===== config.mk =====
export PLATFORM = sky130hd
export DESIGN_NAME = muldiv_unit_flat
export DESIGN_NICKNAME = d
export VERILOG_FILES = /design/src/rtl/muldiv_unit_if.sv /design/src/rtl/muldiv_unit.sv /design/src/flat_wrapper.sv
export SDC_FILE = /design/constraint.sdc
export NUM_CORES = 1
export LEC_CHECK = 0
export ABC_AREA = 1
export BUFFER_PORTS_ARGS = -buffer_cell sky130_fd_sc_hd__buf_2
export CORE_MARGIN = 4
export CORE_UTILIZATION = 42
export CTS_CLUSTER_DIAMETER = 120
export DETAILED_ROUTE_END_ITERATION = 8
export PLACE_DENSITY = 0.68
export RECOVER_POWER = 25
export SLEW_MARGIN = 20
export SYNTH_ARGS = -nofsm -noshare
export SYNTH_HDL_FRONTEND = slang
export SYNTH_SLANG_ARGS = --single-unit

===== constraint.sdc =====
create_clock -name clk -period 2.2 [get_ports clk]
set_input_delay 0.66 -clock clk [delete_from_list [all_inputs] [get_ports clk]]
set_output_delay 0.66 -clock clk [all_outputs]
set_load 0.03 [all_outputs]

===== src/rtl/muldiv_unit_if.sv =====
// Handshake bundle between the EX stage and the iterative multiply/divide unit.
// The unit owns HI/LO and drives busy for the stall logic.
interface muldiv_unit_if #(
   parameter int WIDTH = 32
);
   logic             start;
   logic [1:0]       op;
   logic [WIDTH-1:0] a;
   logic [WIDTH-1:0] b;
   logic             mthi;
   logic             mtlo;
   logic             busy;
   logic             done;
   logic [WIDTH-1:0] hi;
   logic [WIDTH-1:0] lo;

   modport master (
      output start, op, a, b, mthi, mtlo,
      input  busy, done, hi, lo
   );

   modport slave (
      input  start, op, a, b, mthi, mtlo,
      output busy, done, hi, lo
   );
endinterface


===== src/rtl/muldiv_unit.sv =====
// Iterative MULT/MULTU/DIV/DIVU unit with HI/LO registers.
// Magnitude datapath: shift-add multiply, restoring divide, sign fix at end.
module muldiv_unit #(
   parameter int WIDTH = 32
) (
   input logic          clk,
   input logic          rst_n,
   muldiv_unit_if.slave bus
);
   localparam int CW = $clog2(WIDTH);

   typedef enum logic [1:0] {
      IDLE,
      CALC,
      FIX
   } state_e;

   state_e             state_q, state_d;
   logic [1:0]         op_q, op_d;
   logic               qneg_q, qneg_d;
   logic               rneg_q, rneg_d;
   logic [WIDTH-1:0]   mb_q, mb_d;
   logic [2*WIDTH-1:0] acc_q, acc_d;
   logic [CW-1:0]      cnt_q, cnt_d;
   logic [WIDTH-1:0]   hi_q, hi_d;
   logic [WIDTH-1:0]   lo_q, lo_d;
   logic               done_q, done_d;

   logic               a_neg, b_neg;
   logic [WIDTH-1:0]   mag_a, mag_b;
   logic [WIDTH:0]     mul_sum;
   logic [2*WIDTH-1:0] mul_next;
   logic [WIDTH:0]     div_top;
   logic               div_ge;
   logic [WIDTH-1:0]   div_rem;
   logic [2*WIDTH-1:0] div_next;
   logic [2*WIDTH-1:0] mul_res;
   logic [WIDTH-1:0]   q_fix, r_fix;

   assign a_neg = ~bus.op[0] & bus.a[WIDTH-1];
   assign b_neg = ~bus.op[0] & bus.b[WIDTH-1];
   assign mag_a = a_neg ? -bus.a : bus.a;
   assign mag_b = b_neg ? -bus.b : bus.b;

   // acc = {partial product, remaining multiplier bits}
   assign mul_sum  = {1'b0, acc_q[2*WIDTH-1:WIDTH]} + {1'b0, mb_q};
   assign mul_next = acc_q[0] ? {mul_sum, acc_q[WIDTH-1:1]}
                              : {1'b0, acc_q[2*WIDTH-1:1]};

   // acc = {partial remainder, dividend bits / quotient bits}
   assign div_top  = {acc_q[2*WIDTH-1:WIDTH], acc_q[WIDTH-1]};
   assign div_ge   = div_top >= {1'b0, mb_q};
   assign div_rem  = div_top[WIDTH-1:0] - mb_q;
   assign div_next = div_ge
      ? {div_rem, acc_q[WIDTH-2:0], 1'b1}
      : {div_top[WIDTH-1:0], acc_q[WIDTH-2:0], 1'b0};

   assign mul_res = qneg_q ? -acc_q : acc_q;
   assign q_fix   = qneg_q ? -acc_q[WIDTH-1:0] : acc_q[WIDTH-1:0];
   assign r_fix   = rneg_q ? -acc_q[2*WIDTH-1:WIDTH]
                           : acc_q[2*WIDTH-1:WIDTH];

   always_comb begin
      state_d = state_q;
      op_d    = op_q;
      qneg_d  = qneg_q;
      rneg_d  = rneg_q;
      mb_d    = mb_q;
      acc_d   = acc_q;
      cnt_d   = cnt_q;
      hi_d    = hi_q;
      lo_d    = lo_q;
      done_d  = 1'b0;
      unique case (state_q)
         IDLE: begin
            if (bus.mthi) hi_d = bus.a;
            if (bus.mtlo) lo_d = bus.a;
            if (bus.start) begin
               op_d    = bus.op;
               // b=0 keeps the quotient positive so lo ends as all ones
               qneg_d  = (a_neg ^ b_neg) & (~bus.op[1] | (|bus.b));
               rneg_d  = bus.op[1] & a_neg;
               mb_d    = mag_b;
               acc_d   = {{WIDTH{1'b0}}, mag_a};
               cnt_d   = '0;
               state_d = CALC;
            end
         end
         CALC: begin
            acc_d = op_q[1] ? div_next : mul_next;
            cnt_d = cnt_q + 1'b1;
            if (cnt_q == CW'(WIDTH - 1)) state_d = FIX;
         end
         FIX: begin
            if (op_q[1]) begin
               hi_d = r_fix;
               lo_d = q_fix;
            end else begin
               hi_d = mul_res[2*WIDTH-1:WIDTH];
               lo_d = mul_res[WIDTH-1:0];
            end
            done_d  = 1'b1;
            state_d = IDLE;
         end
         default: state_d = IDLE;
      endcase
   end

   always_ff @(posedge clk or negedge rst_n) begin
      if (!rst_n) begin
         state_q <= IDLE;
         op_q    <= '0;
         qneg_q  <= 1'b0;
         rneg_q  <= 1'b0;
         mb_q    <= '0;
         acc_q   <= '0;
         cnt_q   <= '0;
         hi_q    <= '0;
         lo_q    <= '0;
         done_q  <= 1'b0;
      end else begin
         state_q <= state_d;
         op_q    <= op_d;
         qneg_q  <= qneg_d;
         rneg_q  <= rneg_d;
         mb_q    <= mb_d;
         acc_q   <= acc_d;
         cnt_q   <= cnt_d;
         hi_q    <= hi_d;
         lo_q    <= lo_d;
         done_q  <= done_d;
      end
   end

   assign bus.busy = (state_q != IDLE);
   assign bus.done = done_q;
   assign bus.hi   = hi_q;
   assign bus.lo   = lo_q;
endmodule


===== src/flat_wrapper.sv =====
// flat-port wrapper written by rule: the top's interface ports become plain ports
module muldiv_unit_flat 
#(
   parameter int WIDTH = 32
)
  (clk, rst_n, bus_start, bus_op, bus_a, bus_b, bus_mthi, bus_mtlo, bus_busy, bus_done, bus_hi, bus_lo);
  muldiv_unit_if #(.WIDTH(WIDTH)) bus_i ();
  input logic clk;
  input logic rst_n;
  input wire logic [$bits(bus_i.start)-1:0] bus_start;
  input wire logic [$bits(bus_i.op)-1:0] bus_op;
  input wire logic [$bits(bus_i.a)-1:0] bus_a;
  input wire logic [$bits(bus_i.b)-1:0] bus_b;
  input wire logic [$bits(bus_i.mthi)-1:0] bus_mthi;
  input wire logic [$bits(bus_i.mtlo)-1:0] bus_mtlo;
  output wire logic [$bits(bus_i.busy)-1:0] bus_busy;
  output wire logic [$bits(bus_i.done)-1:0] bus_done;
  output wire logic [$bits(bus_i.hi)-1:0] bus_hi;
  output wire logic [$bits(bus_i.lo)-1:0] bus_lo;
  assign bus_i.start = bus_start;
  assign bus_i.op = bus_op;
  assign bus_i.a = bus_a;
  assign bus_i.b = bus_b;
  assign bus_i.mthi = bus_mthi;
  assign bus_i.mtlo = bus_mtlo;
  assign bus_busy = bus_i.busy;
  assign bus_done = bus_i.done;
  assign bus_hi = bus_i.hi;
  assign bus_lo = bus_i.lo;
  muldiv_unit #(.WIDTH(WIDTH)) u_core (.clk(clk), .rst_n(rst_n), .bus(bus_i));
endmodule

=== Word level (Yosys, flattened, before mapping) ===
Cells that the tools add are included.

* Register bits: 172
* Word-level logic and storage cells: 66

* $add $sub $neg: 8
* Magnitude comparators: 1
* Equal/unequal tests: 7
* Multiplexer cells: 22
* Bitwise operators: 8
* Reduce and logical (&&, ||, !) cells: 10

{| class="wikitable"
|+ Operator list
! kind !! number
|-
| 64-bit two-way mux || 5
|-
| 32-bit two-way mux || 8
|-
| 32-bit negator || 4
|-
| 32-bit case mux with 2 select lines || 2
|-
| 64-bit case mux with 2 select lines || 1
|-
| 64-bit negator || 1
|-
| 32-bit by 32-bit adder with 33-bit output || 1
|-
| 33-bit by 32-bit greater-or-equal comparator with 1-bit output || 1
|-
| 32-bit OR reduction || 1
|-
| 32-bit subtractor || 1
|-
| 5-bit case mux with 2 select lines || 1
|-
| 2-bit AND reduction || 5
|-
| 2-bit != test, second input constant || 3
|-
| 2-bit nonzero test || 3
|-
| 5-bit by 1-bit adder with 5-bit output, second input constant || 1
|-
| 5-bit equality test, second input constant || 1
|-
| 5-bit two-way mux || 1
|-
| 1-bit bitwise AND || 4
|-
| 2-bit two-way mux || 2
|-
| 2-bit case mux with 2 select lines || 1
|-
| 2-bit by 1-bit equality test with 1-bit output, second input constant || 1
|-
| 2-bit equality test, second input constant || 1
|-
| 2-bit logical NOT || 1
|-
| 2-bit by 1-bit != test with 1-bit output, second input constant || 1
|-
| 4 further kinds || 5
|}

=== Logic depth before layout (Yosys ltp) ===
Gate-level depths: netlist of the first run.

* Depth after elaboration: 5
* Gate-level depth with buffers: 19

=== Least setup slack after synthesis of the first run ===
No wires, ideal clock.

* Path kind: register to register
* Start point: register u_core.acc_q[31]
* End point: register u_core.acc_q[56]
* Library setup time: 0.117 ns
* Arrival time: 2.082 ns
* Data required time: 2.083 ns
* Slack: 0.002 ns
* Cell stages (with the launch flop): 14
* Buffers on the path: 0
* Clock period less this slack: 2.198 ns
* Path through: dfrtp_1 > inv_1 > ha_1 > inv_1 > fa_1 > nand3_1 > nand3_1 > and2_1 > o21ai_0 > nand4_1 > nand3_2 > nand3_1 > nand2_1 > nand2_1

* Longest elaborated chain between the ends: 4
* Elaborated cells between the ends (all ways): 5

{| class="wikitable"
|+ Ends and longest elaborated chain
! element !! RTL line !! text
|-
| from (decl) || muldiv_unit.sv:23 || <nowiki>logic [2*WIDTH-1:0] acc_q, acc_d;</nowiki>
|-
| from (signal assigned) || muldiv_unit.sv:116 || <nowiki>acc_q <= '0;</nowiki>
|-
| from (signal assigned) || muldiv_unit.sv:127 || <nowiki>acc_q <= acc_d;</nowiki>
|-
| 32-bit subtractor / 33-bit by 32-bit greater-or-equal comparator with 1-bit output (equally long branches) || muldiv_unit.sv:53, muldiv_unit.sv:52 ||
|-
| 64-bit two-way mux (*) || muldiv_unit.sv:55 || <nowiki>? {div_rem, acc_q[WIDTH-2:0], 1'b1}</nowiki>
|-
| 64-bit two-way mux (*) || muldiv_unit.sv:90 || <nowiki>acc_d = op_q[1] ? div_next : mul_next;</nowiki>
|-
| 64-bit case mux with 2 select lines (*) || muldiv_unit.sv:74 || <nowiki>unique case (state_q)</nowiki>
|}

Mark *: on every way between the ends. The rest lies on a longest branch, timed or not.
A chain may end at the register's enable or synchronous reset.

=== Worst setup path in the final report of the first run ===
* Start point: register u_core.mb_q[11]
* End point: register u_core.acc_q[35]

* Longest elaborated chain between the ends: 4

{| class="wikitable"
|+ Ends and longest elaborated chain
! element !! RTL line !! text
|-
| from (decl) || muldiv_unit.sv:22 || <nowiki>logic [WIDTH-1:0] mb_q, mb_d;</nowiki>
|-
| from (signal assigned) || muldiv_unit.sv:126 || <nowiki>mb_q <= mb_d;</nowiki>
|-
| 33-bit by 32-bit greater-or-equal comparator with 1-bit output || muldiv_unit.sv:52 || <nowiki>assign div_ge = div_top >= {1'b0, mb_q};</nowiki>
|-
| 64-bit two-way mux || muldiv_unit.sv:55 ||
|-
| 64-bit two-way mux || muldiv_unit.sv:90 ||
|-
| 64-bit case mux with 2 select lines || muldiv_unit.sv:74 ||
|}

No other way between the ends.

==> reports/metrics.cfg, run 1 <==
[clock_tree]
ctsHoldBuffers = 0
worstSkewPairLatency_ns = 0.49
tritoncts = done
clk_path_buf_depth = 2
cts_made_buffers = 17
cts.clk_slew.worst_paths_ns = 0.07
root_buffer = clkbuf_16
clock-sinks = 171
htreeDepth = 4

[synth]
async_reset_ff_share_pct = 100.0
ys.flop_type = dfrtp_1
ys_warn_count = 0
synth-compound-area-share_pct = 15.16
synthDistinctLibCells = 54
synthAdderAreaFrac_pct = 5.189
synth-edff-count = 0
synth_simple_gate_area_share_pct = 42.67
yosysMostFrequentCell = nand2_1
synth_top_family_by_area = simple AND/OR/NAND/NOR gates
ys_top_cells_by_count = nand2_1 (958), inv_1 (373), nor2_1 (350)
netlist_area_um2 = 17650
yosysTopAreaCellShare_pct = 24.24
synth_area_leaders = dfrtp_1 (24%), nand2_1 (20%), inv_1 (7.9%), nand3_1 (7.9%), nor2_1 (7.4%)
post_synth_mux_area_share_pct = 0
ys_seq_area_share_pct = 24.24
synth_nets = 3172
yosysTopAreaCell = dfrtp_1
ys_seq_elements = 171
syn_inst = 3029
synth.avg_cell_area_um2 = 5.827
synth_xor_xnor_area_share_pct = 1.786

[worst_setup_path]
critPathSlowestCell = dfrtp_1
cp-startpoint = u_core.mb_q[11]
r2r_slack_ns = -0.11
path_cells = inv_2 > ha_4 > buf_6 > nand2_4 > inv_2 > nand2_2 > nand2_2 > nand2_2 > nand2_2 > inv_2 > nand2_4 > nand3_4 > nand2_8 > buf_12 > nor2_4 > nand2_1 > nand3_1 > o21ai_1
path_delay_family = simple AND/OR/NAND/NOR gates
worstPathMaxFanout = 8
start_kind = flop
required_ns = 2.56
critPathCaptureType = flop
critPathBufInv = 5
reg2reg_from = u_core.mb_q[11]
r2r_cells = 18
critical_path_class = reg -> reg
timing.critical_path.mode_cell = nand2_2
critPathMaxStageDelay_ns = 0.41
cp_num_cells = 18
crit_path_end = u_core.acc_q[35]
cp.arrival_ns = 2.67
rr_endpoint = u_core.acc_q[35]

[placed_design]
portBuffers = 136
place_congestion = 1.032
hpwl_um = 63900
post-place-ws_ns = -0.6440

[floorplan]
num_rows = 74
die_h_um = 213
core_area_um2 = 41200
die_x_um = 213
initial_utilization_pct = 42.84
design.die.area_um2 = 45370
io_pins = 137

[cells_and_area]
layout-drive-gt1-share_pct = 35.09
fillers = 3849
post-route-util_pct = 63.09
areaGrowthSynthToFinish_pct = 47.27
layout.nets = 3756
regArea_um2 = 4294
multi_input_area_um2 = 13910
num_antenna_cells = 0

[worst_hold_path]
min_path_type = in -> reg

[sta]
setup_viol_count_final = 23
fmax_mhz = 432.1
fin_crit_ns = 2.315
setup_ws_ns = -0.1145
rsz0062_at_grt = yes
max_slew_margin_pct = -3.354
worstMarginPinSlew_ns = 1.550
slew_viol_final = 42
final.setup_skew_ns = 0.01337
hold_violations = 0
finalCritPeriodShare_pct = 105.2

[outcome]
violations = max-capacitance violations, max-slew violations, negative setup slack
status = complete, but fails checks

[power_and_ir_drop]
swShare_pct = 52.96
powerDensity_nw_per_um2 = 1985
power_frac_clock_pct = 6.2
internal_power_mw = 24.27
p_comb_share_pct = 81.8
ir_drop_uv = 754.1
power_mw = 51.60
seqPwrFrac_pct = 12.0
switchingPower_mw = 27.32
p_leak_nw = 12.68

[global_routing]
grt_pass1_vias = 22423
grt_usage_pct = 35.11
antenna_found_initial = 0
grt_pass1_wl_um = 123000
grt_max_degree = 55
grt_overflow = 0

[run]
drv_cap = 1

[routing]
drcViolationCount = 0
vias = 22963
wl_per_cell_um = 19.95
detail_route.iter0.violations = 2089
via_per_inst = 5.524
ant_nets = 0
wirelength_um = 82930
drtPass1Iterations = 6

## cells by family (layout without fill, tap and decap cells)
kind of cell               after synthesis  in the layout
and+or+nand+nor                       1757           1757
adders and majority gates               72             72
AOI/OAI and AO/OA                      494            494
xor gates and xnor gates                36             36
buffers and inverters                  499           1095
DFF                                    171            171
## routing by layer
layer,part of all wire (%),vias up,track usage [%]
met5,0,-,0
li1,-,10936,-
met1,38,10725,41.61
met3,6.9,255,4.569
met2,48,1047,60.34
met4,6.8,0,21.70
## cell usage in the layout, fill, tap and decap left out, types with 42 or more instances in the layout
master | Yosys | final
a21oi_1 | 208 | 156
a21oi_2 | 0 | 45
buf_2 | 21 | 135
buf_4 | 0 | 466
dfrtp_1 | 171 | 161
ha_4 | 0 | 59
inv_1 | 373 | 334
inv_2 | 26 | 61
nand2_1 | 958 | 785
nand2_2 | 8 | 137
nand2_4 | 0 | 44
nand3_1 | 278 | 219
nand3_2 | 13 | 58
nor2_1 | 350 | 284
nor2_2 | 18 | 55
nor2_4 | 13 | 42
o21ai_0 | 174 | 169
## cell type report
cell class | count | area share, %
Clock buffer | 22 | 1.786
Timing Repair Buffer | 664 | 19.33
Clock inverter | 9 | 0.4428
Multi-Input combinational cell | 2359 | 53.53
Inverter | 400 | 5.829
Sequential cell | 171 | 16.52
Tap cell | 532 | 2.561
## power groups by stage
stage,clock [mW],combinational [mW],sequential [mW]
global placement,0,32.5,5.82
detailed placement,0,32.7,5.91
finish,3.21,42.2,6.19
CTS,3.21,36.8,6.06
global route,3.31,45.5,6.32
floorplan,0,17.4,7.15
## registers in the layout, indices dropped and copies added, names as in the netlist
| name | cells |
|---|---|
| u_core.mb_q | 32 |
| u_core.state_q | 2 |
| u_core.op_q | 1 |
| u_core.bus.done | 1 |
| u_core.acc_q | 64 |
| u_core.cnt_q | 5 |
| u_core.rneg_q | 1 |
| u_core.qneg_q | 1 |
| u_core.bus.hi | 32 |
| u_core.bus.lo | 32 |
## stage by stage
step	std cells	hold WS (ns)	instance area, µm²	setup TNS (ns)
after floorplan	3029	0.3644	17650	0
after global placement	4064	0.4614	22300	-14.80
after detailed placement	4064	0.4676	22300	-16.37
after CTS	4125	0.1708	24420	-1.223
after global routing	4157	0.4987	25990	-4.410
final	4157	0.4767	25990	-1.406
## worst min-delay path by stage
stage | from | endpoint | depth (start not counted)
2_1_floorplan | rst_n | u_core.acc_q[0] | 0
3_3_place_gp | u_core.bus.lo[19] | u_core.bus.lo[19] | 2
3_5_place_dp | u_core.bus.lo[28] | u_core.bus.lo[28] | 2
4_1_cts | rst_n | u_core.bus.lo[1] | 1
5_1_grt | u_core.bus.lo[20] | u_core.bus.lo[20] | 2
6_report | bus_b[31] | u_core.mb_q[31] | 3
## worst register-to-register path: cells and delay by family, from the launching register on
kind | cells | cell delay, ns
compound gates | 1 | 0.07
fa+ha+maj | 1 | 0.22
buf+inv | 5 | 0.51
flops | 1 | 0.41
simple gates | 11 | 0.99
## what timing repair did
action,CTS,global route
endpoints found under the setup margin,51,67
pin swaps,81,149
setup buffers,30,32
gates resized for setup,273,355
hold endpoints to repair,0,0
gates cloned,1,1
Power figures use the tool's default switching activity.
==> run 2: changes to the inputs <==
--- a/config.mk
+++ b/config.mk
@@ -8,10 +8,10 @@
 export ABC_AREA = 1
 export BUFFER_PORTS_ARGS = -buffer_cell sky130_fd_sc_hd__buf_2
 export CORE_MARGIN = 4
-export CORE_UTILIZATION = 42
+export CORE_UTILIZATION = 35
 export CTS_CLUSTER_DIAMETER = 120
 export DETAILED_ROUTE_END_ITERATION = 8
-export PLACE_DENSITY = 0.68
+export PLACE_DENSITY = 0.6
 export RECOVER_POWER = 25
 export SLEW_MARGIN = 20
 export SYNTH_ARGS = -nofsm -noshare
==> run 2 against run 1 <==
The run ends with negative setup slack left. Fmax is 3.8% higher. Sequential power is 1% lower. Final area is 2.8% lower. Utilization is 13 points lower. Critical path depth stayed put. Power is 6.0% lower. Clock power hardly changed. Largest power group unchanged.
==> reports/metrics.cfg, run 2 (synthesized netlist as in run 1, its figures left out) <==
[clock_tree]
clk_path_buf_depth = 2
tritoncts = done
clock-sinks = 171
cts.clk_slew.worst_paths_ns = 0.08
ctsHoldBuffers = 0
htreeDepth = 4
cts_made_buffers = 17
worstSkewPairLatency_ns = 0.52
root_buffer = clkbuf_16

[worst_setup_path]
worstPathMaxFanout = 8
critical_path_class = reg -> reg
cp-startpoint = u_core.mb_q[8]
cp.arrival_ns = 2.63
required_ns = 2.60
critPathCaptureType = flop
r2r_slack_ns = -0.03
start_kind = flop
reg2reg_from = u_core.mb_q[8]

[power_and_ir_drop]
p_leak_nw = 12.27
ir_drop_uv = 892.9
powerDensity_nw_per_um2 = 1919
power_mw = 48.48

[routing]
detail_route.iter0.violations = 2004
ant_nets = 0
vias = 21897
wirelength_um = 76890
drcViolationCount = 0
via_per_inst = 5.164
wl_per_cell_um = 18.13
drtPass1Iterations = 7

[global_routing]
grt_max_degree = 105
antenna_found_initial = 1
grt_overflow = 0
grt_usage_pct = 27.72
grt_pass1_wl_um = 115500
grt_pass1_vias = 20548

[cells_and_area]
largest_register_ff_count = 64
stdcell_count = 4240
post-route-util_pct = 50.56
final_common_cell = nand2_1
final_cell_mix = nand2_1 (834), buf_4 (424), inv_1 (334)
layout-drive-gt1-share_pct = 32.29
areaGrowthSynthToFinish_pct = 43.13
num_antenna_cells = 0
layout.nets = 3698
design_area_um2 = 25260
top_register = u_core.acc_q

[placed_design]
post-place-ws_ns = -0.3689
place_inst = 4163
dpl_cell_area_um2 = 22170
hpwl_um = 59840
portBuffers = 136
place_congestion = 0.9954

[floorplan]
num_rows = 82
core_area_um2 = 49970
die_x_um = 232.6
initial_utilization_pct = 35.33
die_h_um = 232.6
design.die.area_um2 = 54090
io_pins = 137

[sta]
setup_viol_count_final = 9
finalCritPeriodShare_pct = 101.4
hold_violations = 0
slew_viol_final = 0
fmax_mhz = 448.3
rsz0062_at_grt = yes
setup_tns_ns = -0.08831
worstMarginPinSlew_ns = 1.496
setup_ws_ns = -0.03053
fin_crit_ns = 2.231
whs_ns = 0.4629
final.setup_skew_ns = 0.01278
max_slew_margin_pct = 0.2912

[run]
drv_cap = 0

[worst_hold_path]
hold_path_startpoint = bus_b[11]
min_path_type = in -> reg

[outcome]
status = complete, but fails checks
violations = negative setup slack

## run 2: cell types whose count changed in the layout (fill, tap and decap cells not counted), moves of 11 or more
cell     change
buf_6       -11
nand3_1     +22
nand2_4     -20
nand2_2     -29
nand2_1     +49
buf_4       -42
nand3_2     -16
## run 2: what timing repair did
item                                    4_1_cts  5_1_grt
pin swaps                                    34      111
endpoints found under the hold margin         0        0
endpoints found under the setup margin       45       67
cloned                                        0        1
buffers inserted                             13       34
resized for setup                           182      336
## run 2: report_power, final
group / switching (mW) / internal, mW / total (mW)
combinational: 22.7 / 16.5 / 39.1
clock: 1.59 / 1.64 / 3.23
sequential: 1.36 / 4.76 / 6.12
## run 2: worst max-delay path: stages, from the launching register on
cell and delay (ns):
dfrtp_1 0.40, inv_2 0.10, ha_4 0.23, nand2_1 0.08
nand2_2 0.07, inv_2 0.05, nand2_1 0.07, inv_2 0.06
nand3_2 0.10, nand2_2 0.10, nand2_2 0.08, nand3_4 0.10
nand2_8 0.09, buf_12 0.15, nor2_4 0.09, buf_12 0.14
nand2_1 0.06, nand3_1 0.08, nand2_1 0.07
## run 2: layer usage
metal,vias to the layer above,GRT usage (%),routed length (µm)
li1,10825,-,-
met1,10075,35.65,32660
met2,787,45.70,35800
met3,208,3.587,4335
met4,2,14.05,4082
met5,-,0,17
## run 2: cell type report
class | count | area, µm²
inverters | 400 | 1515
repair buffers | 606 | 4503
flip-flops and latches | 171 | 4294
fillers | 5188 | 24700
multi-input cells | 2359 | 13520
clock buffers | 20 | 456.7
well taps | 672 | 840.8
clock inverters | 12 | 131.4
## run 2: worst paths after layout
check | end | depth (start not counted)
worst max-delay path | u_core.acc_q[41] | 18
worst max register to register | u_core.acc_q[41] | 18
min in group asynchronous | u_core.bus.hi[10] | 1
max in group asynchronous | u_core.mb_q[18] | 2
worst min-delay path | u_core.mb_q[11] | 3
worst min register to register | u_core.bus.lo[31] | 2
